--- config.mk ---
export PLATFORM = sky130hd
export DESIGN_NAME = run_ctrl
export DESIGN_NICKNAME = d
export VERILOG_FILES = /design/src/rtl/run_ctrl_pkg.sv /design/src/rtl/btn_debounce.sv /design/src/rtl/run_ctrl.sv
export SDC_FILE = /design/constraint.sdc
export NUM_CORES = 1
export LEC_CHECK = 0
export CAP_MARGIN = 20
export CORE_UTILIZATION = 50
export DETAILED_ROUTE_END_ITERATION = 6
export PLACE_DENSITY = 0.71
export SYNTH_ARGS = -nofsm -noshare
export SYNTH_HDL_FRONTEND = slang
export SYNTH_SLANG_ARGS = --single-unit
export TNS_END_PERCENT = 50
--- constraint.sdc ---
create_clock -name clk -period 2.4 [get_ports clk]
set_clock_uncertainty 0.05 [all_clocks]
set_input_delay 0.24 -clock clk [delete_from_list [all_inputs] [get_ports clk]]
set_output_delay 0.24 -clock clk [all_outputs]
set_load 0.02 [all_outputs]
--- src/rtl/run_ctrl_pkg.sv ---
// Shared types and helpers for the CPU run-control unit.
package run_ctrl_pkg;

  typedef enum logic [1:0] {
    ST_PAUSE = 2'd0,
    ST_STEP  = 2'd1,
    ST_RUN   = 2'd2
  } run_state_e;

  // Index width for the breakpoint file; a single register still needs one bit.
  function automatic int bp_idx_width(input int nbp);
    return (nbp <= 1) ? 1 : $clog2(nbp);
  endfunction

endpackage

--- src/rtl/btn_debounce.sv ---
// Button filter: the level follows the raw input only after DB_CYC stable cycles,
// and a registered one-cycle pulse marks each accepted press.
module btn_debounce #(
  parameter int DB_CYC = 1_000_000
) (
  input  logic clk,
  input  logic rstn,
  input  logic raw,
  output logic level,
  output logic pulse
);

  localparam int CNT_W = $clog2(DB_CYC);
  localparam logic [CNT_W-1:0] CNT_LAST = CNT_W'(DB_CYC - 1);

  logic [CNT_W-1:0] cnt_q, cnt_d;
  logic             level_q, level_d;
  logic             pulse_q, pulse_d;

  // cnt_q holds how many earlier consecutive cycles the raw input disagreed.
  always_comb begin
    cnt_d   = '0;
    level_d = level_q;
    pulse_d = 1'b0;
    if (raw != level_q) begin
      if (cnt_q == CNT_LAST) begin
        level_d = raw;
        pulse_d = raw;
      end else begin
        cnt_d = cnt_q + CNT_W'(1);
      end
    end
  end

  always_ff @(posedge clk or negedge rstn) begin
    if (!rstn) begin
      cnt_q   <= '0;
      level_q <= 1'b0;
      pulse_q <= 1'b0;
    end else begin
      cnt_q   <= cnt_d;
      level_q <= level_d;
      pulse_q <= pulse_d;
    end
  end

  assign level = level_q;
  assign pulse = pulse_q;

endmodule

--- src/rtl/run_ctrl.sv ---
// CPU run control: debounced step/continue buttons drive a clock enable that is
// paused, issues N cycles, or free-runs until a PC breakpoint matches.
module run_ctrl
  import run_ctrl_pkg::*;
#(
  parameter int PC_W   = 32,
  parameter int NBP    = 4,
  parameter int STEP_W = 8,
  parameter int DB_CYC = 1_000_000
) (
  input  logic                          clk,
  input  logic                          rstn,
  input  logic                          step,
  input  logic                          cont,
  input  logic [STEP_W-1:0]             step_n,
  input  logic                          bp_we,
  input  logic [bp_idx_width(NBP)-1:0]  bp_idx,
  input  logic [PC_W-1:0]               bp_addr,
  input  logic                          bp_en,
  input  logic [PC_W-1:0]               pc,
  output logic                          cpu_ce,
  output logic                          pause,
  output logic                          hit,
  output logic [bp_idx_width(NBP)-1:0]  hit_idx
);

  localparam int BP_IDX_W = bp_idx_width(NBP);

  logic step_lvl, step_pulse, cont_lvl, cont_pulse;
  logic step_p, cont_p;

  btn_debounce #(.DB_CYC(DB_CYC)) u_step_db (
    .clk   (clk),
    .rstn  (rstn),
    .raw   (step),
    .level (step_lvl),
    .pulse (step_pulse)
  );

  btn_debounce #(.DB_CYC(DB_CYC)) u_cont_db (
    .clk   (clk),
    .rstn  (rstn),
    .raw   (cont),
    .level (cont_lvl),
    .pulse (cont_pulse)
  );

  // A rising-edge pulse always coincides with a high filtered level.
  assign step_p = step_pulse & step_lvl;
  assign cont_p = cont_pulse & cont_lvl;

  logic [PC_W-1:0]     bp_addr_q [NBP];
  logic [PC_W-1:0]     bp_addr_d [NBP];
  logic [NBP-1:0]      bp_en_q, bp_en_d;

  always_comb begin
    bp_addr_d = bp_addr_q;
    bp_en_d   = bp_en_q;
    if (bp_we) begin
      for (int i = 0; i < NBP; i++) begin
        if (bp_idx == BP_IDX_W'(i)) begin
          bp_addr_d[i] = bp_addr;
          bp_en_d[i]   = bp_en;
        end
      end
    end
  end

  always_ff @(posedge clk or negedge rstn) begin
    if (!rstn) begin
      for (int i = 0; i < NBP; i++) begin
        bp_addr_q[i] <= '0;
      end
      bp_en_q <= '0;
    end else begin
      bp_addr_q <= bp_addr_d;
      bp_en_q   <= bp_en_d;
    end
  end

  logic                match;
  logic [BP_IDX_W-1:0] match_idx;

  // Scanning downward leaves the lowest matching index in match_idx.
  always_comb begin
    match     = 1'b0;
    match_idx = '0;
    for (int i = NBP - 1; i >= 0; i--) begin
      if (bp_en_q[i] && (bp_addr_q[i] == pc)) begin
        match     = 1'b1;
        match_idx = BP_IDX_W'(i);
      end
    end
  end

  run_state_e          state_q, state_d;
  logic [STEP_W-1:0]   cnt_q, cnt_d;
  logic                skip_q, skip_d;
  logic                hit_q, hit_d;
  logic [BP_IDX_W-1:0] hit_idx_q, hit_idx_d;
  logic                pause_q, pause_d;

  always_comb begin
    state_d   = state_q;
    cnt_d     = cnt_q;
    skip_d    = skip_q;
    hit_d     = hit_q;
    hit_idx_d = hit_idx_q;
    cpu_ce    = 1'b0;
    case (state_q)
      ST_PAUSE: begin
        if (cont_p) begin
          state_d = ST_RUN;
          hit_d   = 1'b0;
          skip_d  = 1'b1;
        end else if (step_p) begin
          state_d = ST_STEP;
          cnt_d   = (step_n == '0) ? STEP_W'(1) : step_n;
          hit_d   = 1'b0;
        end
      end
      ST_STEP: begin
        cpu_ce = 1'b1;
        cnt_d  = cnt_q - STEP_W'(1);
        if (cnt_q <= STEP_W'(1)) begin
          state_d = ST_PAUSE;
        end
      end
      ST_RUN: begin
        // skip lets a resume execute the instruction sitting on a breakpoint.
        skip_d = 1'b0;
        if (match && !skip_q) begin
          state_d   = ST_PAUSE;
          hit_d     = 1'b1;
          hit_idx_d = match_idx;
        end else if (cont_p) begin
          state_d = ST_PAUSE;
        end else begin
          cpu_ce = 1'b1;
        end
      end
      default: begin
        state_d = ST_PAUSE;
      end
    endcase
    pause_d = (state_d == ST_PAUSE);
  end

  always_ff @(posedge clk or negedge rstn) begin
    if (!rstn) begin
      state_q   <= ST_PAUSE;
      cnt_q     <= '0;
      skip_q    <= 1'b0;
      hit_q     <= 1'b0;
      hit_idx_q <= '0;
      pause_q   <= 1'b1;
    end else begin
      state_q   <= state_d;
      cnt_q     <= cnt_d;
      skip_q    <= skip_d;
      hit_q     <= hit_d;
      hit_idx_q <= hit_idx_d;
      pause_q   <= pause_d;
    end
  end

  assign pause   = pause_q;
  assign hit     = hit_q;
  assign hit_idx = hit_idx_q;

endmodule

* After elaboration in Yosys (flattened, before gate mapping) *
Index checks and enable logic that the tools add are counted.
Widths: inputs -> output; s select.

word-level totals
  logic and storage cells = 101
  flip-flop bits (word level) = 191
  input bits = 80

operators by class
  $lt $le $gt $ge = 1
  mux-type cells = 35
  reduce and logical (&&, ||, !) cells = 22
  add/subtract/negate cells = 3
  bitwise gates (word level) = 2
  eq/ne operators = 18

operator list
  kind                   number
  $eq 32x32->1           4
  $mux 20                4
  $add 20x1->20 const B  2
  $eq 20x20->1 const B   2
  $mux 8                 3
  $mux 2                 9
  $pmux 8 s2             1
  $reduce_and 2->1       8
  $mux 1                 14
  $le 8x1->1 const B     1
  $logic_not 8->1        1
  $ne 2x2->1 const B     4
  $sub 8x1->8 const B    1
  $eq 2x2->1 const B     3
  $logic_not 2->1        3
  $pmux 1 s2             3
  $pmux 2 s3             1
  $reduce_and 3->1       2
  $logic_and 1x1->1      5
  $eq 2x1->1 const B     2
  $reduce_bool 2->1      2
  $ne 3x3->1 const B     1
  $and 1x1->1            2
  $ne 1x1->1             2
  $logic_not 1->1        1

* Longest topological paths before layout *
Gate-level depths: netlist of run 1.

  word-level depth = 10
  gate-level depth with buffers = 8

* Cells and area by module *
Synthesis of run 1 repeated with hierarchy kept, for this count alone.

second synthesis, totals
  cell total of the unflattened synthesis = 783
  area, all modules = 9512.9 µm²

by module, submodules not included
  module                     times used  area an instance (µm²)  cells an instance
  run_ctrl                   1           7284.5                  571
  btn_debounce at u_step_db  1           1134.8                  105
  btn_debounce at u_cont_db  1           1093.5                  107

* Least setup slack after synthesis of run 1 *
No wires, ideal clock.

  kind = register to output
  start = reg bp_addr_q[0] in the netlist's numbering
  end = out cpu_ce
  arrival = 1.898 ns
  setup slack = 0.212 ns
  cell stages (with the launch flop) = 8
  required time = 2.110 ns
  path buffers = 0
  cells stage by stage = dfrtp_1 > xor2_1 > nor4_1 > nand4_1 > or4_4 > nand4_2 > a21o_4 > a21boi_0

on the way
  word-level cells in the longest chain between the ends = 9

RTL lines
  item                      line             RTL
  start: declaration        run_ctrl.sv:52   logic [PC_W-1:0] bp_addr_q [NBP];
  start signal: assignment  run_ctrl.sv:76   bp_addr_q <= bp_addr_d;
  $eq 32x32->1              run_ctrl.sv:89   if (bp_en_q[i] && (bp_addr_q[i] == pc)) begin
  $logic_and 1x1->1         run_ctrl.sv:89
  $mux 1 (4 in a row)       run_ctrl.sv:89
  $logic_and 1x1->1         run_ctrl.sv:132  if (match && !skip_q) begin
  $mux 1                    run_ctrl.sv:132
  $pmux 1 s2                run_ctrl.sv:110  case (state_q)
  end: declaration          run_ctrl.sv:21   output logic cpu_ce,

No other way between the ends.

* Worst setup path in the final report of run 1 *
  start = reg bp_addr_q[16] in the netlist's numbering
  end = out cpu_ce

Same word-level chain as after synthesis.

==> results of run 1 <==
==> flip-flops by register name, summed over array words and instances (netlist names) <==
signal,cells
hit_idx,2
u_cont_db.level,1
u_step_db.cnt_q,20
bp_addr_q,128
bp_en_q,4
state_q,2
skip_q,1
u_step_db.level,1
u_cont_db.pulse,1
hit,1
cnt_q,8
u_cont_db.cnt_q,20
pause,1
u_step_db.pulse,1
==> synthesized netlist by cell type (all sizes together), types with 2 or more instances <==
| cell type | n | share of area (%) |
|---|---|---|
| dfrtp | 190 | 51 |
| mux2 | 134 | 16 |
| xor2 | 110 | 10 |
| nor2 | 51 | 2.1 |
| xnor2 | 50 | 4.7 |
| nand3 | 29 | 1.6 |
| nand2 | 28 | 1.2 |
| nor4 | 23 | 1.6 |
| nand4 | 18 | 1.3 |
| a21oi | 17 | 0.92 |
| inv | 16 | 0.65 |
| clkbuf | 15 | 0.61 |
| and3 | 11 | 0.75 |
| nor3 | 10 | 0.54 |
| o22ai | 9 | 0.61 |
| ha | 8 | 1.1 |
| o21ai | 8 | 0.43 |
| nand3b | 4 | 0.33 |
| nor3b | 4 | 0.33 |
| nor4b | 3 | 0.28 |
| or3 | 3 | 0.20 |
| a211oi | 2 | 0.16 |
| a21o | 2 | 0.24 |
| a311oi | 2 | 0.19 |
| nand2b | 2 | 0.14 |
| nor2b | 2 | 0.14 |
| or4 | 2 | 0.20 |
==> how the worst max path moves through the flow <==
| stage | startpoint | end | slack (ps) | depth (start not counted) |
|---|---|---|---|---|
| 4_1_cts | bp_addr_q[9] | cpu_ce | -480 | 9 |
| 3_3_place_gp | pc[25] | cpu_ce | -960 | 10 |
| 6_report | bp_addr_q[16] | cpu_ce | -360 | 9 |
| 2_1_floorplan | bp_addr_q[0] | cpu_ce | 210 | 7 |
| 5_1_grt | bp_addr_q[1] | cpu_ce | -430 | 9 |
| 3_5_place_dp | pc[11] | cpu_ce | -970 | 10 |
==> layer usage <==
layer	vias up	wire length, um
met5	-	0
met4	0	442
met3	29	716
met1	3246	9880
li1	2977	-
met2	133	10700
==> cells by family after synthesis <==
logic type               count (synthesis)
AND/OR/NAND/NOR                        194
flip-flops                             191
XOR/XNOR                               160
multiplexers                           135
AO/OA/AOI/OAI                           48
buffers and inverters                   32
adder cells (fa/ha/maj)                  8
==> per-stage QoR <==
stage	std cells	area [um2]	setup WS (ps)	util (%)	setup TNS (ps)
detailed placement	1120	10800	-968	59.9	-2960
CTS	1154	11400	-477	63.3	-477
floorplan	768	9240	212	-	0
finish	1155	11500	-364	63.9	-364
global route	1155	11500	-431	63.9	-431
global placement	1120	10800	-956	59.9	-2680
==> repair_timing <==
action	in CTS	in global routing
setup buffers	2	2
pin swaps	6	11
setup endpoints to repair	4	4
hold endpoints to repair	47	0
hold buffers	1	0
gates resized for setup	12	15
==> critical path: cells and delay by family (launching register included) <==
family                 cells  cell delay (ps)
AO/OA/AOI/OAI              2              180
XOR/XNOR                   1              200
buffers and inverters      2              290
flip-flops                 1              410
AND/OR/NAND/NOR            4              950
==> where the power goes <==
part | internal (mW) | switching [mW]
logic | 0.819 | 0.681
clock network | 1.47 | 1.26
registers | 3.66 | 0.310
==> final cells by class <==
cell class	instances	area (um2)	share of cell area (%)
multi-input cells	545	4450	38.7
clock buffers	18	439	3.82
clock inverters	14	133	1.15
repair buffers	142	1360	11.8
inverters	16	60.1	0.522
well taps	229	287	2.49
flip-flops and latches	191	4780	41.5
==> impl_metrics.tcl, run 1 <==
set metrics [dict create \
    synth_compound_area_share_pct 3.29 \
    ys_seq_elements 191 \
    vias 6385 \
    start_util_pct 51.2 \
    ir_worst_vdd_mv 0.563 \
    wl_per_cell_um 18.8 \
    finalMaxSlewViolations 0 \
    vias_per_cell 5.53 \
    max_freq_ghz 0.362 \
    synth-edff-count 0 \
    hold_ws_ps 272 \
    grt_pass1_vias 6675 \
    rsz0062_at_grt "true" \
    synth_top_family_by_area "multiplexers" \
    route.detailed.drc 0 \
    synth_fp_nets 856 \
    r2r_slack_ps 120 \
    num-nets-final 1001 \
    muxShareOfSynthArea_pct 16.4 \
    crit_path_max_fanout 2 \
    synthXorXnorAreaFrac_pct 15.2 \
    grt_antenna_before_repair 0 \
    power_density_nw_per_um2 713 \
    coreArea_um2 18000 \
    netlist_area_um2 9240 \
    clk_pin_slew_ps 70 \
    gr-usage-all-layers_pct 24.2 \
    ys_types 46 \
    synthFlopType "dfrtp_1" \
    clock_sinks 191 \
    placementRows 49 \
    violations "setup timing" \
    grt_first_pass_wirelength_mm 34.1 \
    worstPathRequired_ps 2110 \
    gp_congestion 0.843 \
    clockBufferDepth 2 \
    slew_headroom_pct 57.2 \
    fillers 1387 \
    setup_ws_ps -364 \
    hpwlAfterDp_mm 15.5 \
    hold_violations 0 \
    drive_above_1_share_pct 26.6 \
    initialDrtViolationCount 298 \
    wirelength_mm 21.7 \
    synth_fa_ha_area_share_pct 1.08 \
    synth_cells 768 \
    endpoint_kind "output pin" \
    period_share_pct 115 \
    port-buffer-count 84 \
    worstHoldPathType "input pin to async pin" \
    worstSetupPathType "register to output pin" \
    cp_cell_sequence "xor2_2 -> nor4_2 -> buf_4 -> nand3_2 -> or4_4 -> nand4_4 -> a21o_4 -> a21boi_2 -> buf_6" \
    final_cell_mix "dfrtp_1 (190), mux2_2 (134), xor2_1 (109)" \
    gr-total-overflow 0 \
    ys_warn_count 0 \
    outcome "complete, but fails checks" \
    cts_root_buf "clkbuf_16" \
    die_y_um 138 \
    p_leak_nw 4.94 \
    r2r_end "state_q[0]" \
    synth_area_per_cell_um2 12.0 \
    diodes 0 \
    finalSetupViolations 1 \
    die-width_um 138 \
    cts_tree "done" \
    max_stage_delay_ps 510 \
    syn_to_final_growth_pct 24.6 \
    startpoint_type "register" \
    mostFrequentLayoutCell "dfrtp_1" \
    top_usage_layer "met2" \
    r2r_cells 9 \
    clk_latency_ps 440 \
    async_flop_share_pct 100 \
    grt_max_degree 60 \
    cp.arrival_ps 2470 \
    period_needed_ps 2760 \
    rr_startpoint "bp_addr_q[16]" \
    num_io_pins 85 \
    crit_path_top_delay_cell "or4_4" \
    drt_first_pass_iters 4 \
    tightest_slew_ps 634 \
    numCtsBuffers 17 \
    gr-usage-met3_pct 3.98 \
    synth-simple-area-share_pct 10.9 \
    met1_usage_pct 32.1 \
    grt_use_met2_pct 40.2 \
    yosysSeqAreaShare_pct 51.8 \
    cap_violations 0 \
    dieArea_um2 19000 \
    cts_max_level 4 \
    total_power_mw 8.20 \
    drt.antenna.violating_nets 0 \
]
Power figures use the tool's default switching activity.
==> inputs of run 2 (changes only) <==
--- a/config.mk
+++ b/config.mk
@@ -6,6 +6,7 @@
 export NUM_CORES = 1
 export LEC_CHECK = 0
 export CAP_MARGIN = 20
+export CORE_MARGIN = 5
 export CORE_UTILIZATION = 50
 export DETAILED_ROUTE_END_ITERATION = 6
 export PLACE_DENSITY = 0.71
==> impl_metrics.tcl, run 2 (synthesis results as in run 1) <==
set metrics [dict create \
    seqPwrFrac_pct 46.6 \
    gr-total-overflow 0 \
    tightest_slew_ps 591 \
    top_regs "bp_addr_q (128), u_cont_db.cnt_q (20), u_step_db.cnt_q (20)" \
    clock_sinks 191 \
    dieArea_um2 21300 \
    setup_ws_ps -357 \
    fillers 1363 \
    clk_pin_slew_ps 70 \
    vias_per_cell 5.49 \
    ir_worst_vdd_mv 0.553 \
    switching_power_mw 2.24 \
    drive_above_1_share_pct 26.2 \
    vias 6342 \
    gp_congestion 0.827 \
    regMostFlops "bp_addr_q" \
    worstHoldPathType "input pin to async pin" \
    mostFrequentLayoutCell "dfrtp_1" \
    placementRows 49 \
    hold_violations 0 \
    violations "setup timing" \
    postLayoutCellArea_um2 11600 \
    worstPathRequired_ps 2110 \
    numCtsBuffers 17 \
    die-width_um 146 \
    p_comb_share_pct 17.8 \
    hold_ws_ps 320 \
    route.detailed.drc 0 \
    p_leak_nw 4.95 \
    syn_to_final_growth_pct 25.1 \
    port-buffer-count 84 \
    slew_headroom_pct 60.1 \
    num-nets-final 1001 \
    num_io_pins 85 \
    hpwlAfterDp_mm 16.0 \
    grt_first_pass_wirelength_mm 35.8 \
    cts_max_level 4 \
    clockBufferDepth 2 \
    rr_startpoint "bp_addr_q[66]" \
    finalSetupViolations 1 \
    startpoint_type "input pin" \
    outcome "complete, but fails checks" \
    cp.arrival_ps 2470 \
    start_util_pct 51.1 \
    power_density_nw_per_um2 737 \
    r2r_end "pause" \
    clkPwrFrac_pct 35.6 \
    gr-usage-all-layers_pct 21.2 \
    r2r_cells 9 \
    initialDrtViolationCount 278 \
    cts_tree "done" \
    period_share_pct 115 \
    largest_reg_flops 128 \
    cap_violations 0 \
    drt_first_pass_iters 4 \
    coreArea_um2 18100 \
    p_int_mw 6.27 \
    endpoint_kind "output pin" \
    placed_area_um2 10800 \
    clk_latency_ps 430 \
    crit_path_max_fanout 3 \
    grt_antenna_before_repair 1 \
    cts_root_buf "clkbuf_16" \
    wirelength_mm 22.1 \
    r2r_slack_ps 130 \
    sw_frac_of_total_pct 26.3 \
    die_y_um 146 \
    period_needed_ps 2760 \
    grt_max_degree 71 \
    final_cell_mix "dfrtp_1 (190), mux2_2 (134), xor2_1 (110)" \
    wl_per_cell_um 19.1 \
    rsz0062_at_grt "true" \
    max_freq_ghz 0.363 \
    finalMaxSlewViolations 0 \
    worstSetupPathType "input pin to output pin" \
    drt.antenna.violating_nets 0 \
    grt_pass1_vias 6858 \
]
run 2: worst max path at each step:
stage | start | to | slack, ps | depth (start not counted)
CTS | bp_addr_q[16] | cpu_ce | -360 | 9
finish | pc[0] | cpu_ce | -360 | 11
floorplan | bp_addr_q[0] | cpu_ce | 210 | 7
detailed placement | pc[9] | cpu_ce | -930 | 11
global route | bp_addr_q[23] | cpu_ce | -420 | 9
global placement | pc[15] | cpu_ce | -960 | 9
run 2: critical path, cell delays in order:
cell and delay (ps):
clkdlybuf4s50_1 460, buf_4 180, xor2_1 160, nor4_2 370, buf_4 180, nand4_1 80, or3_4 360, nand4_4 120
a21o_4 130, a21boi_2 50, buf_6 130
run 2: stage by stage:
stage | std cells | utilization [%] | setup WS, ps | total power, mW | setup TNS (ps)
finish | 1156 | 63.9 | -357 | 8.51 | -357
global route | 1156 | 63.9 | -424 | 8.88 | -424
CTS | 1154 | 63.6 | -359 | 8.56 | -359
detailed placement | 1120 | 59.7 | -935 | 5.49 | -2780
global placement | 1120 | 59.7 | -957 | 5.42 | -2690
floorplan | 768 | - | 212 | 4.79 | 0
run 2: power groups by stage:
stage / sequential, mW / clock (mW) / combinational, mW
after floorplan: 3.95 / 0 / 0.846
after global placement: 3.99 / 0 / 1.42
after detailed placement: 4.02 / 0 / 1.47
after CTS: 3.96 / 3.08 / 1.51
after global routing: 4.01 / 3.23 / 1.64
final: 3.96 / 3.03 / 1.52
run 2: repair_timing:
action | in CTS | in global routing
setup endpoints to repair | 4 | 6
hold buffers | 1 | 0
pin swaps | 8 | 6
gates resized for setup | 18 | 7
hold endpoints to repair | 66 | 0
buffers inserted | 1 | 2
run 2: area by class of cell:
cell class | instances | area [um2] | share of cell area, %
diodes | 1 | 2.50 | 0.0217
clock buffers | 21 | 450 | 3.90
clock inverters | 11 | 176 | 1.53
inverters | 16 | 60.1 | 0.520
multi-input cells | 545 | 4440 | 38.4
flip-flops and latches | 191 | 4780 | 41.4
well taps | 229 | 287 | 2.48
repair buffers | 142 | 1360 | 11.8
run 2: per-layer routing:
metal	wire length [um]	global-route usage, %
met1	9720	27.3
met2	11100	35.7
met3	949	5.33
met4	359	6.17
met5	0	0
